===== config.mk =====
export PLATFORM = sky130hd
export DESIGN_NAME = pin_debounce_counter
export DESIGN_NICKNAME = d
export VERILOG_FILES = /design/src/rtl/pin_debounce_counter_pkg.sv /design/src/rtl/sync_2ff.sv /design/src/rtl/pin_debounce_counter.sv
export SDC_FILE = /design/constraint.sdc
export NUM_CORES = 1
export LEC_CHECK = 0
export CORE_UTILIZATION = 35
export CTS_CLUSTER_DIAMETER = 50
export DETAILED_ROUTE_END_ITERATION = 8
export GPL_ROUTABILITY_DRIVEN = 0
export GPL_TIMING_DRIVEN = 0
export REMOVE_ABC_BUFFERS = 1
export SLEW_MARGIN = 20
export SYNTH_ARGS = -nofsm -noshare
export SYNTH_HDL_FRONTEND = slang
export SYNTH_HIERARCHICAL = 1
export SYNTH_SLANG_ARGS = --single-unit

===== constraint.sdc =====
create_clock -name clk -period 5.25 [get_ports clk]
set_input_delay 0.7875 -clock clk [delete_from_list [all_inputs] [get_ports clk]]
set_output_delay 0.7875 -clock clk [all_outputs]
set_load 0.05 [all_outputs]

===== src/rtl/pin_debounce_counter_pkg.sv =====
// Shared types and default constants for the pin debounce counter.
package pin_debounce_counter_pkg;

    localparam int unsigned DEBOUNCE_CYCLES_DEFAULT = 4096;
    localparam int unsigned CNT_W_DEFAULT           = 8;

    typedef enum logic [1:0] {
        StStableLow  = 2'd0,
        StWaitHigh   = 2'd1,
        StStableHigh = 2'd2,
        StWaitLow    = 2'd3
    } deb_state_e;

endpackage


===== src/rtl/sync_2ff.sv =====
// Two-flop synchronizer for bringing asynchronous pins into the clk domain.
module sync_2ff #(
    parameter int unsigned WIDTH = 1
) (
    input  logic             clk,
    input  logic             resetn,
    input  logic [WIDTH-1:0] d,
    output logic [WIDTH-1:0] q
);

    logic [WIDTH-1:0] meta_q;
    logic [WIDTH-1:0] sync_q;

    always_ff @(posedge clk or negedge resetn) begin
        if (!resetn) begin
            meta_q <= '0;
            sync_q <= '0;
        end else begin
            meta_q <= d;
            sync_q <= meta_q;
        end
    end

    assign q = sync_q;

endmodule


===== src/rtl/pin_debounce_counter.sv =====
// Debounces a raw board pin, emits one-cycle rise/fall pulses and counts accepted presses.
module pin_debounce_counter
    import pin_debounce_counter_pkg::*;
#(
    parameter int unsigned DEBOUNCE_CYCLES = DEBOUNCE_CYCLES_DEFAULT,
    parameter int unsigned CNT_W           = CNT_W_DEFAULT
) (
    input  logic             clk,
    input  logic             resetn,
    input  logic             pin_in,
    input  logic             clear,
    output logic             level,
    output logic             rise,
    output logic             fall,
    output logic [CNT_W-1:0] press_count
);

    localparam int unsigned TW = $clog2(DEBOUNCE_CYCLES);
    localparam logic [TW-1:0] TimerMax = TW'(DEBOUNCE_CYCLES - 1);

    logic s;

    sync_2ff #(
        .WIDTH (1)
    ) u_sync (
        .clk    (clk),
        .resetn (resetn),
        .d      (pin_in),
        .q      (s)
    );

    deb_state_e       state_q, state_d;
    logic [TW-1:0]    timer_q, timer_d;
    logic             level_q, level_d;
    logic             rise_q, rise_d;
    logic             fall_q, fall_d;
    logic [CNT_W-1:0] count_q, count_d;

    always_ff @(posedge clk or negedge resetn) begin
        if (!resetn) begin
            state_q <= StStableLow;
            timer_q <= '0;
            level_q <= 1'b0;
            rise_q  <= 1'b0;
            fall_q  <= 1'b0;
            count_q <= '0;
        end else begin
            state_q <= state_d;
            timer_q <= timer_d;
            level_q <= level_d;
            rise_q  <= rise_d;
            fall_q  <= fall_d;
            count_q <= count_d;
        end
    end

    // A mismatching sample restarts the wait; N+1 consecutive new-level samples accept it.
    always_comb begin
        state_d = state_q;
        timer_d = timer_q;
        unique case (state_q)
            StStableLow: begin
                if (s) begin
                    state_d = StWaitHigh;
                    timer_d = '0;
                end
            end
            StWaitHigh: begin
                if (!s) begin
                    state_d = StStableLow;
                    timer_d = '0;
                end else if (timer_q == TimerMax) begin
                    state_d = StStableHigh;
                    timer_d = '0;
                end else begin
                    timer_d = timer_q + 1'b1;
                end
            end
            StStableHigh: begin
                if (!s) begin
                    state_d = StWaitLow;
                    timer_d = '0;
                end
            end
            StWaitLow: begin
                if (s) begin
                    state_d = StStableHigh;
                    timer_d = '0;
                end else if (timer_q == TimerMax) begin
                    state_d = StStableLow;
                    timer_d = '0;
                end else begin
                    timer_d = timer_q + 1'b1;
                end
            end
            default: begin
                state_d = StStableLow;
                timer_d = '0;
            end
        endcase
    end

    // Outputs are registered from the next state so level and the pulses change together.
    always_comb begin
        level_d = (state_d == StStableHigh) || (state_d == StWaitLow);
        rise_d  = (state_q == StWaitHigh) && (state_d == StStableHigh);
        fall_d  = (state_q == StWaitLow) && (state_d == StStableLow);
        count_d = count_q;
        if (clear) begin
            count_d = '0;
        end else if (rise_d) begin
            count_d = count_q + 1'b1;
        end
    end

    assign level       = level_q;
    assign rise        = rise_q;
    assign fall        = fall_q;
    assign press_count = count_q;

endmodule


==> results.cfg <==
[worst_setup_path]
cp_cell_sequence = clkdlybuf4s50_1
critPathTopFamily = buffers and inverters
crit_path_max_incr_delay_ns = 0.85
worstSetupPathType = reg2out
critPathLaunchType = register
r2r-end = timer_q[5]$_DFFE_PN0P_
r2r_start = timer_q[0]$_DFFE_PN0P_
crit_buf_inv = 1
end_kind = primary output
arrival_ns = 1.60
r2r_setup_slack_ns = 2.99
cp_slowest_cell = clkdlybuf4s50_1
reg2reg_depth = 5
required_ns = 4.46
worstPathMaxFanout = 6

[routing]
wl_met3_um = 54
drt_iter0_markers = 18
drc = 0
viasPerCell = 5.44
wl_met1_um = 1250
firstDrtPassIters = 4
postRouteAntennaNets = 0
top_layer_used = met4
avgRoutedWirePerCell_um = 13.3
via_count = 1023
routed_wl_um = 2500
met2_length_um = 1170

[timing]
rsz0062_at_grt = no
max_clock_freq_ghz = 0.420
slew_violations = 0
setup_viol = 0
hold_viol = 0
max-slew-margin-rel = 0.436
worst_pin_slew_ns = 0.846
fin_crit_ns = 2.38
fin_setup_tns_ns = 0
fin_skew_ns = 0.00238
min_period_over_period = 0.454
setup_ws_ns = 2.87

[global_routing]
antenna_found_initial = 0
grt_max_degree = 27
grt_usage = 0.138
grt_overflow_total = 0
grt_pass1_wl_um = 4350
grt_pass1_vias = 948

[clocking]
htreeDepth = 1
clk_pin_slew_ns = 0.09
cts_root_buf = clkbuf_8
postCtsHoldBufs = 0
post_cts_buffers = 0
clockBufferDepth = 2
ctsResizeCount = 0
cts_tree = yes
cts_made_buffers = 3
clk_latency_ns = 0.27
clock_sinks = 26

[final_layout]
fill_cells = 345
areaGrowthSynthToFinish_pct = 17.0
diodes = 0
final_cell_area_sq_um = 1540
drive_above_1_share = 0.0634
regArea_sq_um = 651
fin_nets = 149
multi_input_area_sq_um = 609

[power]
power.switching_uw = 78.0
p_comb_frac = 0.046
power.internal_uw = 310
power.static_leakage_nw = 0.674
ir_worst_vdd_v = 0.000112
p_seq_frac = 0.529
power_uw = 388
power_density_nw_per_um2 = 253
clkPwrFrac = 0.425
p_sw_frac = 0.201

[yosys]
synthCells = 130
mappedNetlistArea_sq_um = 1310
netlist_top_cells_count = dfrtp_1, a21oi_1, nand2_1, nand3_1, o21ai_0
synth_most_common_cell = dfrtp_1
synth-async-reset-ratio = 1.00
yosysWarningCount = 6
synth_cell_types = 32
synth_top_area_share = 0.496
synth.largest_area_cell = dfrtp_1
synth_edf_count = 0
synthFlopType = dfrtp_1
avgSynthCellArea_sq_um = 10.1
seq_area_frac_synth = 0.496
ys_seq_elements = 26
yosys-top-cells-area = dfrtp_1, a21oi_1, nand3_1

[min_path]
hold_path.class = reg2reg
hold_end = u_sync/q$_DFF_PN0_
whs_path_depth = 0
min_from = u_sync/meta_q$_DFF_PN0_

[floorplan]
io_pins = 15
core_area_sq_um = 3470
dieArea_sq_um = 4000
core.rowCount = 21
die_y_um = 63.2
fp.dieW_um = 63.2
initial_core_util = 0.378

[placement]
io_buffers = 14
preCtsSetupSlack_ns = 3.02
dp_hpwl_um = 1790
placed_area_sq_um = 1460

[job]
maxCapViolCount = 0

[run_status]
status = completed
## power groups by stage
stage	clock network (mW)	registers [mW]	logic, mW
after floorplan	0	0.209	0.00921
after global placement	0	0.210	0.0181
after detailed placement	0	0.210	0.0181
after CTS	0.173	0.206	0.0182
after global routing	0.182	0.206	0.0206
final	0.165	0.206	0.0177
## layout by cell type (no fill, tap or decap), types with 5 or more instances in the layout
| cell | n |
|---|---|
| nor2_1 | 7 |
| or3_1 | 5 |
| nand3_1 | 10 |
| o21ai_0 | 9 |
| dfrtp_1 | 26 |
| a31oi_1 | 5 |
| clkdlybuf4s50_1 | 13 |
| nand4_1 | 5 |
| a21oi_1 | 10 |
| nand2_1 | 10 |
## cell type report
type | count | share of cell area
Sequential cell | 26 | 0.424
Tap cell | 46 | 0.0375
Clock inverter | 1 | 0.0196
Timing Repair Buffer | 14 | 0.0880
Inverter | 3 | 0.00733
Clock buffer | 3 | 0.0269
Multi-Input combinational cell | 95 | 0.397
## kinds of logic (layout without fill, tap and decap cells)
family | Yosys count | in the layout | share of synthesized area
multiplexers | 4 | 4 | 0.0324
AO/OA/AOI/OAI | 32 | 32 | 0.151
XOR/XNOR | 5 | 5 | 0.0334
flip-flops | 26 | 26 | 0.496
AND/OR/NAND/NOR | 52 | 52 | 0.229
buffers and inverters | 9 | 21 | 0.0400
adder cells (fa/ha/maj) | 2 | 2 | 0.0191
## layer usage
metal,global-route usage,vias to the layer above
met2,0.224,10
met5,0,-
met4,0.0597,0
met3,0.0199,4
li1,-,510
met1,0.181,499
## worst max-delay path by stage
stage,depth (start not counted),end,from
6_report,1,press_count[0],press_count[0]$_DFFE_PN0P_
5_1_grt,1,press_count[0],press_count[0]$_DFFE_PN0P_
4_1_cts,1,press_count[0],press_count[0]$_DFFE_PN0P_
3_5_place_dp,5,timer_q[5]$_DFFE_PN0P_,timer_q[0]$_DFFE_PN0P_
3_3_place_gp,1,press_count[3]$_DFFE_PN0P_,resetn
2_1_floorplan,4,timer_q[5]$_DFFE_PN0P_,level$_DFF_PN0_
## metrics by stage
stage | std cells | hold slack (ns) | util
global route | 188 | 0.369 | 0.443
global placement | 184 | 0.340 | 0.424
floorplan | 124 | 0.331 | -
CTS | 188 | 0.363 | 0.443
finish | 188 | 0.359 | 0.443
detailed placement | 184 | 0.340 | 0.422
## flip-flops by register name, indices dropped and copies added, names as in the netlist
signal / flops
u_sync/q: 1
level: 1
rise: 1
u_sync/meta_q: 1
press_count: 8
state_q: 1
timer_q: 12
fall: 1
No activity file was read; power rests on OpenSTA's default activity.
